===== src/rtl/eth_intr_ctrl_if.sv =====
// ---------------------------------------------------------------------------
// eth_intr_ctrl_if
//   Bundles the event inputs, the software register port and the interrupt
//   output of eth_intr_ctrl.
//
//   src_pulse  : one-cycle event pulses from the TX/RX datapaths
//   reg_wr     : register write strobe
//   reg_rd     : register read strobe
//   reg_addr   : register select (0 SOURCE, 1 MASK, 2 COAL_CFG, 3 COAL_STAT)
//   reg_wdata  : write data
//   reg_rdata  : registered read data
//   intr       : registered level interrupt to the host
//
//   master : the side that drives events and register accesses
//   slave  : the interrupt controller
// ---------------------------------------------------------------------------
interface eth_intr_ctrl_if #(
    parameter int NUM_SRC = 7
);
    logic [NUM_SRC-1:0] src_pulse;
    logic               reg_wr;
    logic               reg_rd;
    logic [1:0]         reg_addr;
    logic [31:0]        reg_wdata;
    logic [31:0]        reg_rdata;
    logic               intr;

    modport master (
        output src_pulse, reg_wr, reg_rd, reg_addr, reg_wdata,
        input  reg_rdata, intr
    );

    modport slave (
        input  src_pulse, reg_wr, reg_rd, reg_addr, reg_wdata,
        output reg_rdata, intr
    );
endinterface


===== src/rtl/eth_intr_ctrl.sv =====
// ---------------------------------------------------------------------------
// eth_intr_ctrl
//   Interrupt source block for the Ethernet MAC. Event pulses are latched in
//   a sticky status register (write-1-to-clear), gated with a mask, and an
//   optional coalescing engine (event-count threshold + timeout) decides when
//   the level interrupt is raised.
//
//   clk    : single clock, rising edge
//   rst_n  : synchronous, active-low reset
//   bus    : eth_intr_ctrl_if.slave (events, register port, intr)
//
//   Register map:
//     0 INT_SOURCE [NUM_SRC-1:0]  sticky status, W1C
//     1 INT_MASK   [NUM_SRC-1:0]  1 = enabled
//     2 COAL_CFG   [CNT_W-1:0] THRESH, [16+TMO_W-1:16] TIMEOUT
//     3 COAL_STAT  [1:0] state, [15:8] evt_cnt, [31:16] timer (read-only)
//   Layout assumes CNT_W <= 8 and TMO_W <= 16.
// ---------------------------------------------------------------------------
module eth_intr_ctrl #(
    parameter int NUM_SRC = 7,
    parameter int CNT_W   = 8,
    parameter int TMO_W   = 16
) (
    input  logic                 clk,
    input  logic                 rst_n,
    eth_intr_ctrl_if.slave       bus
);

    typedef enum logic [1:0] {
        ST_IDLE   = 2'd0,
        ST_ACCUM  = 2'd1,
        ST_ASSERT = 2'd2
    } state_t;

    // Register state
    logic [NUM_SRC-1:0] r_int_source;
    logic [NUM_SRC-1:0] r_int_mask;
    logic [CNT_W-1:0]   r_thresh;
    logic [TMO_W-1:0]   r_timeout;
    state_t             r_state;
    logic [CNT_W-1:0]   r_evt_cnt;
    logic [TMO_W-1:0]   r_timer;
    logic               r_intr;
    logic [31:0]        r_rdata;

    // Combinational next values
    logic [NUM_SRC-1:0] w_src_next;
    logic [NUM_SRC-1:0] w_mask_next;
    state_t             w_state_next;
    logic [CNT_W-1:0]   w_cnt_next;
    logic [TMO_W-1:0]   w_timer_next;
    logic [31:0]        w_rdata_next;

    logic w_wr_src;
    logic w_wr_mask;
    logic w_wr_cfg;
    logic w_pending;
    logic w_mevt;
    logic w_unmask_evt;
    logic w_thresh_off;
    logic w_timeout_hit;
    logic [CNT_W-1:0]   w_cnt_inc;
    logic [TMO_W-1:0]   w_timer_inc;

    // Bits 15:8 of write data land in no register field.
    logic w_unused_wdata;
    assign w_unused_wdata = ^bus.reg_wdata;

    assign w_wr_src  = bus.reg_wr && (bus.reg_addr == 2'd0);
    assign w_wr_mask = bus.reg_wr && (bus.reg_addr == 2'd1);
    assign w_wr_cfg  = bus.reg_wr && (bus.reg_addr == 2'd2);

    // Sticky status: a pulse always wins over a same-cycle W1C of that bit.
    genvar gi;
    generate
        for (gi = 0; gi < NUM_SRC; gi++) begin : g_src
            assign w_src_next[gi] = bus.src_pulse[gi]
                                  | (r_int_source[gi] & ~(w_wr_src & bus.reg_wdata[gi]));
        end
    endgenerate

    assign w_mask_next = w_wr_mask ? bus.reg_wdata[NUM_SRC-1:0] : r_int_mask;

    // Pending is judged on the post-edge status/mask so that a W1C or a
    // mask write sampled at edge M drops intr right after M.
    assign w_pending = |(w_src_next & w_mask_next);

    // Unmasking an already-latched source while idle behaves like a fresh event.
    assign w_unmask_evt = (r_state == ST_IDLE) && w_wr_mask
                        && |(r_int_source & bus.reg_wdata[NUM_SRC-1:0] & ~r_int_mask);

    // Each cycle with any masked pulse is one event, however many bits fire.
    assign w_mevt = (|(bus.src_pulse & r_int_mask)) || w_unmask_evt;

    assign w_thresh_off = (r_thresh <= CNT_W'(1));
    assign w_cnt_inc    = (r_evt_cnt == '1) ? r_evt_cnt : r_evt_cnt + CNT_W'(1);
    assign w_timer_inc  = (r_timer == '1)   ? r_timer   : r_timer + TMO_W'(1);
    assign w_timeout_hit = (r_timeout != '0)
                         && (({1'b0, r_timer} + (TMO_W+1)'(1)) >= {1'b0, r_timeout});

    // Next-state / counter logic
    always_comb begin
        w_state_next = r_state;
        w_cnt_next   = r_evt_cnt;
        w_timer_next = r_timer;
        case (r_state)
            ST_IDLE: begin
                if (w_mevt) begin
                    if (w_thresh_off) begin
                        w_state_next = ST_ASSERT;
                    end else begin
                        w_state_next = ST_ACCUM;
                        w_cnt_next   = CNT_W'(1);
                        w_timer_next = '0;
                    end
                end
            end
            ST_ACCUM: begin
                w_timer_next = w_timer_inc;
                if (w_mevt) begin
                    w_cnt_next = w_cnt_inc;
                end
                // A threshold lowered while accumulating is compared against
                // the running count, so >= rather than == is required here.
                if ((w_cnt_next >= r_thresh) || w_timeout_hit) begin
                    w_state_next = ST_ASSERT;
                end else if (!w_pending && !w_mevt) begin
                    w_state_next = ST_IDLE;
                end
            end
            ST_ASSERT: begin
                if (!w_pending) begin
                    w_state_next = ST_IDLE;
                end
            end
            default: begin
                w_state_next = ST_IDLE;
            end
        endcase
        if ((w_state_next == ST_IDLE) && (r_state != ST_IDLE)) begin
            w_cnt_next   = '0;
            w_timer_next = '0;
        end
    end

    // Read mux over pre-edge register values, so a read coinciding with a
    // W1C returns the status before the clear.
    always_comb begin
        w_rdata_next = '0;
        case (bus.reg_addr)
            2'd0: w_rdata_next[NUM_SRC-1:0] = r_int_source;
            2'd1: w_rdata_next[NUM_SRC-1:0] = r_int_mask;
            2'd2: begin
                w_rdata_next[CNT_W-1:0]   = r_thresh;
                w_rdata_next[16 +: TMO_W] = r_timeout;
            end
            default: begin
                w_rdata_next[1:0]         = r_state;
                w_rdata_next[8 +: CNT_W]  = r_evt_cnt;
                w_rdata_next[16 +: TMO_W] = r_timer;
            end
        endcase
    end

    always_ff @(posedge clk) begin
        if (!rst_n) begin
            r_int_source <= '0;
            r_int_mask   <= '0;
            r_thresh     <= '0;
            r_timeout    <= '0;
            r_state      <= ST_IDLE;
            r_evt_cnt    <= '0;
            r_timer      <= '0;
            r_intr       <= 1'b0;
            r_rdata      <= '0;
        end else begin
            r_int_source <= w_src_next;
            r_int_mask   <= w_mask_next;
            if (w_wr_cfg) begin
                r_thresh  <= bus.reg_wdata[CNT_W-1:0];
                r_timeout <= bus.reg_wdata[16 +: TMO_W];
            end
            r_state   <= w_state_next;
            r_evt_cnt <= w_cnt_next;
            r_timer   <= w_timer_next;
            // intr registered from the next state so it tracks ASSERT with
            // no extra cycle of latency.
            r_intr    <= (w_state_next == ST_ASSERT);
            if (bus.reg_rd) begin
                r_rdata <= w_rdata_next;
            end
        end
    end

    assign bus.intr      = r_intr;
    assign bus.reg_rdata = r_rdata;

endmodule


===== src/flat_wrapper.sv =====
// flat-port wrapper written by rule: the top's interface ports become plain ports
module eth_intr_ctrl_flat 
#(
    parameter int NUM_SRC = 7,
    parameter int CNT_W   = 8,
    parameter int TMO_W   = 16
)
  (clk, rst_n, bus_src_pulse, bus_reg_wr, bus_reg_rd, bus_reg_addr, bus_reg_wdata, bus_reg_rdata, bus_intr);
  eth_intr_ctrl_if #(.NUM_SRC(NUM_SRC)) bus_i ();
  input  logic clk;
  input  logic rst_n;
  input wire logic [$bits(bus_i.src_pulse)-1:0] bus_src_pulse;
  input wire logic [$bits(bus_i.reg_wr)-1:0] bus_reg_wr;
  input wire logic [$bits(bus_i.reg_rd)-1:0] bus_reg_rd;
  input wire logic [$bits(bus_i.reg_addr)-1:0] bus_reg_addr;
  input wire logic [$bits(bus_i.reg_wdata)-1:0] bus_reg_wdata;
  output wire logic [$bits(bus_i.reg_rdata)-1:0] bus_reg_rdata;
  output wire logic [$bits(bus_i.intr)-1:0] bus_intr;
  assign bus_i.src_pulse = bus_src_pulse;
  assign bus_i.reg_wr = bus_reg_wr;
  assign bus_i.reg_rd = bus_reg_rd;
  assign bus_i.reg_addr = bus_reg_addr;
  assign bus_i.reg_wdata = bus_reg_wdata;
  assign bus_reg_rdata = bus_i.reg_rdata;
  assign bus_intr = bus_i.intr;
  eth_intr_ctrl #(.NUM_SRC(NUM_SRC), .CNT_W(CNT_W), .TMO_W(TMO_W)) u_core (.clk(clk), .rst_n(rst_n), .bus(bus_i));
endmodule

===== config.mk =====
export PLATFORM = sky130hd
export DESIGN_NAME = eth_intr_ctrl_flat
export DESIGN_NICKNAME = d
export VERILOG_FILES = /design/src/rtl/eth_intr_ctrl_if.sv /design/src/rtl/eth_intr_ctrl.sv /design/src/flat_wrapper.sv
export SDC_FILE = /design/constraint.sdc
export NUM_CORES = 1
export LEC_CHECK = 0
export CAP_MARGIN = 15
export CORE_AREA = 10 10 144 146
export CTS_CLUSTER_DIAMETER = 150
export DETAILED_ROUTE_END_ITERATION = 10
export DIE_AREA = 0 0 154 156
export HOLD_SLACK_MARGIN = 0.03
export PLACE_DENSITY_LB_ADDON = 0.1
export SKIP_LAST_GASP = 1
export SLEW_MARGIN = 10
export SYNTH_ARGS = -nofsm -noshare
export SYNTH_HDL_FRONTEND = slang
export SYNTH_SLANG_ARGS = --single-unit

===== constraint.sdc =====
create_clock -name clk -period 10.2 [get_ports clk]
set_input_delay 2.04 -clock clk [delete_from_list [all_inputs] [get_ports clk]]
set_output_delay 2.04 -clock clk [all_outputs]
set_load 0.03 [all_outputs]

Word level (Yosys, flattened, before mapping)

Cells that the tools add are included.

Reductions and logical operators: 26
Add/subtract/negate cells: 3
Multiplexer cells: 22
Magnitude comparators: 3
Eq/ne operators: 10
Bitwise logic cells: 34

Operator list:

| cell                                                | count |
|---|---|
| one-hot mux 16 bit (2 select lines)                 | 2 |
| 2-to-1 mux 16 bit                                   | 3 |
| 2-to-1 mux 8 bit                                    | 6 |
| bitwise AND 7 bit                                   | 4 |
| OR reduction 7 bit                                  | 3 |
| adder 16 x 1 -> 17 bit, second input constant       | 1 |
| >= comparator 17 x 16 -> 1 bit                      | 1 |
| adder 16 x 1 -> 16 bit, second input constant       | 1 |
| == test 16 bit, second input constant               | 1 |
| one-hot mux 8 bit (2 select lines)                  | 1 |
| nonzero test 16 bit                                 | 1 |
| one-hot mux 5 bit (3 select lines)                  | 1 |
| bitwise AND 1 bit                                   | 14 |
| one-hot mux 2 bit (3 select lines)                  | 2 |
| 2-to-1 mux 2 bit                                    | 5 |
| adder 8 x 1 -> 8 bit, second input constant         | 1 |
| == test 8 bit, second input constant                | 1 |
| >= comparator 8 bit                                 | 1 |
| <= comparator 8 x 1 -> 1 bit, second input constant | 1 |
| logical AND 1 bit                                   | 8 |
| NOT 1 bit                                           | 8 |
| 2-to-1 mux 7 bit                                    | 1 |
| NOT 7 bit                                           | 1 |
| bitwise OR 1 bit                                    | 7 |
| 13 further kinds                                    | 23 |

Logic and storage cells: 107
Bits of input ports: 45
Register bits: 97
Output and inout bits: 33

Longest topological paths before layout

Word-level depth: 16
Gate-level depth with buffers: 17
Gate-level depth less buffers: 15

Worst setup path before layout

OpenSTA, ideal clock, no wires.

Path kind: input-to-reg
Start: input bus_reg_addr[0]
End: register u_core.r_evt_cnt[1]
Setup slack: 5.391 ns
Stages: 17
Setup time: 0.117 ns
Data required time: 10.083 ns
Buffers on the path: 3
Data arrival time: 4.692 ns
Path through: buf_6 nand3b_4 nor3_1 o31ai_1 a21oi_1 buf_2 nand2_1 xnor2_1 ha_1 a21o_1 a211o_1 a41oi_1 o21bai_1 nor4_1 o21a_2 buf_6 nor2_1

Word-level cells in the longest chain between the ends: 16
Elaborated cells between the ends (all ways): 56
Those cells by class: order compare (1); eq/ne (2); mux (9); bitwise (29); reduce/logical (15)

RTL lines:

| what                                                                         | RTL line             | source |
|---|---|---|
| from (decl)                                                                  | flat_wrapper.sv:15   | `input wire logic [$bits(bus_i.reg_addr)-1:0] bus_reg_addr;` |
| parallel branches: the longest is 16 deep, another holds >= comparator 8 bit | n/a                  |  |
| to (signal assigned)                                                         | eth_intr_ctrl.sv:184 | `r_evt_cnt <= w_cnt_next;` |
| to (decl)                                                                    | eth_intr_ctrl.sv:41  | `logic [CNT_W-1:0] r_evt_cnt;` |

Several ways; the timed one is not identified. The select of a mux whose other input is x is not followed.
A chain may end at the register's enable or synchronous reset.

Final worst setup path

Start: input bus_reg_addr[0]
End: register u_core.r_timer[15]

Word-level cells in the longest chain between the ends: 16
Elaborated cells between the ends (all ways): 55
Those cells by class: order compare (1); eq/ne (2); mux (8); bitwise (29); reduce/logical (15)

RTL lines:

| what                                                                         | RTL line             | source |
|---|---|---|
| parallel branches: the longest is 16 deep, another holds >= comparator 8 bit | n/a                  |  |
| to (signal assigned)                                                         | eth_intr_ctrl.sv:185 | `r_timer <= w_timer_next;` |
| to (decl)                                                                    | eth_intr_ctrl.sv:42  | `logic [TMO_W-1:0] r_timer;` |

Several ways; the timed one is not identified. The select of a mux whose other input is x is not followed.

==> reports/summary.json <==
{
  "critical_path.endpoint_type": "flop",
  "synth_area_per_cell_sq_um": 8.28,
  "grt-ovfl-total": 0,
  "status": "finished, final reports clean",
  "clock_latency_ns": 0.35,
  "dpl.hpwl_microns": 11000,
  "i_o_pin_cnt": 78,
  "net_count_after_synthesis": 710,
  "synth_cells": 639,
  "ys_async_sr_fraction": 0,
  "post_cts_setup_repair_buffer_count": 0,
  "synth.yosys.seq_area_share": 0.367,
  "htree_num_levels": 3,
  "cellInternalPower_w": 0.000636,
  "number_of_global_route_vias_before_repair": 4674,
  "die_w_microns": 154,
  "post-route-period-util": 0.637,
  "fmax_mhz": 154,
  "overall_global_routing_usage": 0.130,
  "ant_nets": 0,
  "period_minus_slack_ns": 6.50,
  "drv_cap": 0,
  "die_area_sq_mm": 0.0240,
  "antenna-diode-count": 0,
  "drt_pass_1_iters": 4,
  "postRouteWirelength_microns": 15500,
  "clock_tree.root_cell": "sky130_fd_sc_hd__clkbuf_16",
  "net-switching-power_w": 0.000229,
  "grt_pass1_wl_microns": 25300,
  "synth_cell_type_count": 54,
  "routabilityCongestion": 0.870,
  "tritoncts": "built",
  "rsz0062_at_grt": "no",
  "register_area_sq_mm": 0.00194,
  "layout-drive-gt1-share": 0.0491,
  "grt_antenna_before_repair": 0,
  "fin_area_sq_mm": 0.00645,
  "power.combinational.fraction": 0.137,
  "synth.ff_latch_count": 97,
  "cellLeakagePower_nw": 2.43,
  "setup_ws_ns": 3.70,
  "finalClockSkew_ns": 0.00654,
  "ys.warnings.count": 0,
  "yosys-top-cells-area": "sky130_fd_sc_hd__dfxtp_1 37%, sky130_fd_sc_hd__nand2_1 6.3%, sky130_fd_sc_hd__mux2i_1 6.2%",
  "switching_share": 0.265,
  "postLayoutCoreUtil": 0.362,
  "arrival_ns": 6.71,
  "synth_area_sq_mm": 0.00529,
  "drt-wirelength-per-cell_microns": 16.8,
  "slew_headroom": 0.270,
  "clk_transition_reported_paths_ns": 0.07,
  "number_of_enable_type_register_cells_in_the_synthesized_netlist": 0,
  "holdWs_ns": 0.483,
  "synthFlopType": "sky130_fd_sc_hd__dfxtp_1",
  "fp.dieH_microns": 156,
  "cp_max_fo": 28,
  "placement.io_buffers": 69,
  "row_count": 49,
  "numClockSinks": 97,
  "power.sequential.fraction": 0.462,
  "setup_viol_count_final": 0,
  "vdd_drop_max_mv": 0.0867,
  "remaining_drc_errors": 0,
  "final_nets": 759,
  "critical_path_class": "primary input to flop",
  "postCtsHoldBufs": 0,
  "detail_route.iter0.violations": 289,
  "area.growth.synth_to_final_pct": 22.0,
  "clkPwrFrac": 0.401,
  "placeableCoreArea_sq_mm": 0.0178,
  "numCtsBuffers": 9,
  "clock_tree_buf_depth": 2,
  "timing.final.hold_violations": 0,
  "grt_start_max_net_pins": 67,
  "post_cts.resized_instances": 0,
  "timing.critical_path.required_ns": 10.41,
  "final-max-slew-violation-count": 0,
  "num_vias": 4617,
  "setup-tns-final_ns": 0,
  "synth_largest_area_cell": "sky130_fd_sc_hd__dfxtp_1",
  "placement.cell_area_sq_mm": 0.00613,
  "hold_class": "flop to flop",
  "cellPowerDensity_mw_per_mm2": 134,
  "effective_utilization_at_floorplan": 0.297,
  "viasPerCell": 5.01,
  "multi_input_gate_area_sq_mm": 0.00302,
  "worst-slew-pin-transition_ns": 1.09,
  "dpl_worst_slack_ns": 3.27,
  "synthDominantCellAreaShare": 0.367,
  "layout.filler_cells": 1830,
  "critPathLaunchType": "primary input"
}
[path summary, 6_finish.rpt]
path,startpoint,endpoint,slack (ns),depth (start not counted)
worst max register to register,u_core.r_evt_cnt[0]$_SDFFE_PP0P_,u_core.r_timer[15]$_SDFFE_PP0P_,5.98,15
worst min register to register,u_core.bus.reg_rdata[3]$_SDFFE_PN0P_,u_core.bus.reg_rdata[3]$_SDFFE_PN0P_,0.48,1
worst max-delay path,bus_reg_addr[0],u_core.r_timer[15]$_SDFFE_PP0P_,3.70,16
worst min-delay path,u_core.bus.reg_rdata[3]$_SDFFE_PN0P_,u_core.bus.reg_rdata[3]$_SDFFE_PN0P_,0.48,1
[logic make-up after synthesis]
| kind of cell | after synthesis | synth area share |
|---|---|---|
| flip-flops | 97 | 0.367 |
| adder cells (fa/ha/maj) | 26 | 0.0615 |
| multiplexers | 42 | 0.0858 |
| XOR/XNOR | 19 | 0.0314 |
| AO/OA/AOI/OAI | 141 | 0.178 |
| buffers and inverters | 80 | 0.0620 |
| AND/OR/NAND/NOR | 234 | 0.215 |
[power by group through the flow]
stage	combinational (W)	clock (W)	sequential [W]
after CTS	0.000119	0.000362	0.000400
final	0.000119	0.000347	0.000400
after floorplan	0.0000723	0	0.000410
after global routing	0.000131	0.000376	0.000401
after detailed placement	0.000119	0	0.000408
after global placement	0.000118	0	0.000408
[worst max-delay path, stage by stage]
cell and delay [ns]:
sky130_fd_sc_hd__clkdlybuf4s50_1 0.45, sky130_fd_sc_hd__buf_4 0.45, sky130_fd_sc_hd__nand3b_4 0.25, sky130_fd_sc_hd__nor3_1 0.20, sky130_fd_sc_hd__o31ai_1 0.20, sky130_fd_sc_hd__a21oi_1 0.77, sky130_fd_sc_hd__nand2_1 0.18, sky130_fd_sc_hd__xnor2_1 0.23
sky130_fd_sc_hd__ha_1 0.28, sky130_fd_sc_hd__a21o_1 0.18, sky130_fd_sc_hd__a211o_1 0.28, sky130_fd_sc_hd__a41oi_1 0.17, sky130_fd_sc_hd__o21bai_1 0.12, sky130_fd_sc_hd__nor4_1 0.24, sky130_fd_sc_hd__o21a_2 0.53, sky130_fd_sc_hd__nor3_1 0.13
[cell type report]
class | count | share of cell area
Clock buffer | 14 | 0.0456
Clock inverter | 1 | 0.00116
Inverter | 44 | 0.0256
Multi-Input combinational cell | 462 | 0.468
Sequential cell | 97 | 0.301
Tap cell | 229 | 0.0444
Timing Repair Buffer | 74 | 0.114
[metal layers]
layer  wire length, microns  share of wire  GRT usage
met1                   6940           0.45      0.151
met2                   7660           0.49      0.224
met3                    605          0.039     0.0353
met4                    273          0.018     0.0477
met5                      0              0          0
[metrics by stage]
step,cells,total power (W)
after floorplan,639,0.000482
after global placement,905,0.000526
after detailed placement,905,0.000527
after CTS,920,0.000881
after global routing,921,0.000908
final,921,0.000865
[sequential cells by signal, indices dropped and copies added (netlist names), 2 cells and up]
signal and cells:
u_core.r_timer 16, u_core.r_thresh 8, u_core.r_int_mask 7, u_core.bus.reg_rdata 32, u_core.r_state 2, u_core.r_timeout 16, u_core.r_int_source 7, u_core.r_evt_cnt 8
[placed cells by master, fill, tap and decap left out, types with 3 or more instances in the layout]
master / netlist / final
sky130_fd_sc_hd__dfxtp_1: 97 / 97
sky130_fd_sc_hd__ha_1: 26 / 26
sky130_fd_sc_hd__mux2i_1: 33 / 33
sky130_fd_sc_hd__a21boi_0: 26 / 26
sky130_fd_sc_hd__nor3_1: 5 / 5
sky130_fd_sc_hd__a22oi_1: 11 / 11
sky130_fd_sc_hd__buf_4: 0 / 4
sky130_fd_sc_hd__nor2b_1: 14 / 14
sky130_fd_sc_hd__o211a_1: 5 / 5
sky130_fd_sc_hd__nor4_1: 7 / 7
sky130_fd_sc_hd__clkbuf_8: 0 / 5
sky130_fd_sc_hd__o21ai_0: 18 / 18
sky130_fd_sc_hd__clkbuf_16: 0 / 9
sky130_fd_sc_hd__o211ai_1: 6 / 6
sky130_fd_sc_hd__mux2_2: 6 / 6
sky130_fd_sc_hd__a31oi_1: 6 / 6
sky130_fd_sc_hd__nand2b_1: 3 / 3
sky130_fd_sc_hd__clkdlybuf4s50_1: 0 / 67
sky130_fd_sc_hd__inv_1: 44 / 44
sky130_fd_sc_hd__xor2_1: 5 / 5
sky130_fd_sc_hd__and3_1: 6 / 6
sky130_fd_sc_hd__nor2_1: 43 / 43
sky130_fd_sc_hd__and2_1: 30 / 30
sky130_fd_sc_hd__o22ai_1: 20 / 20
sky130_fd_sc_hd__or3_1: 8 / 8
sky130_fd_sc_hd__xnor2_1: 14 / 14
sky130_fd_sc_hd__nand4_1: 8 / 8
sky130_fd_sc_hd__a21oi_1: 28 / 28
sky130_fd_sc_hd__nand2_1: 89 / 89
sky130_fd_sc_hd__nand3_1: 15 / 15
[cell usage after synthesis (3+ instances only)]
cell type,number
sky130_fd_sc_hd__a21boi_0,26
sky130_fd_sc_hd__a21oi_1,28
sky130_fd_sc_hd__a22oi_1,11
sky130_fd_sc_hd__a31oi_1,6
sky130_fd_sc_hd__and2_1,30
sky130_fd_sc_hd__and3_1,6
sky130_fd_sc_hd__buf_1,5
sky130_fd_sc_hd__buf_2,4
sky130_fd_sc_hd__buf_6,3
sky130_fd_sc_hd__clkbuf_1,24
sky130_fd_sc_hd__dfxtp_1,97
sky130_fd_sc_hd__ha_1,26
sky130_fd_sc_hd__inv_1,44
sky130_fd_sc_hd__mux2_2,6
sky130_fd_sc_hd__mux2i_1,33
sky130_fd_sc_hd__nand2_1,89
sky130_fd_sc_hd__nand2b_1,3
sky130_fd_sc_hd__nand3_1,15
sky130_fd_sc_hd__nand4_1,8
sky130_fd_sc_hd__nor2_1,43
sky130_fd_sc_hd__nor2b_1,14
sky130_fd_sc_hd__nor3_1,5
sky130_fd_sc_hd__nor4_1,7
sky130_fd_sc_hd__o211a_1,5
sky130_fd_sc_hd__o211ai_1,6
sky130_fd_sc_hd__o21ai_0,18
sky130_fd_sc_hd__o22ai_1,20
sky130_fd_sc_hd__or3_1,8
sky130_fd_sc_hd__xnor2_1,14
sky130_fd_sc_hd__xor2_1,5
Note: power is estimated with default switching activity, not from simulation.
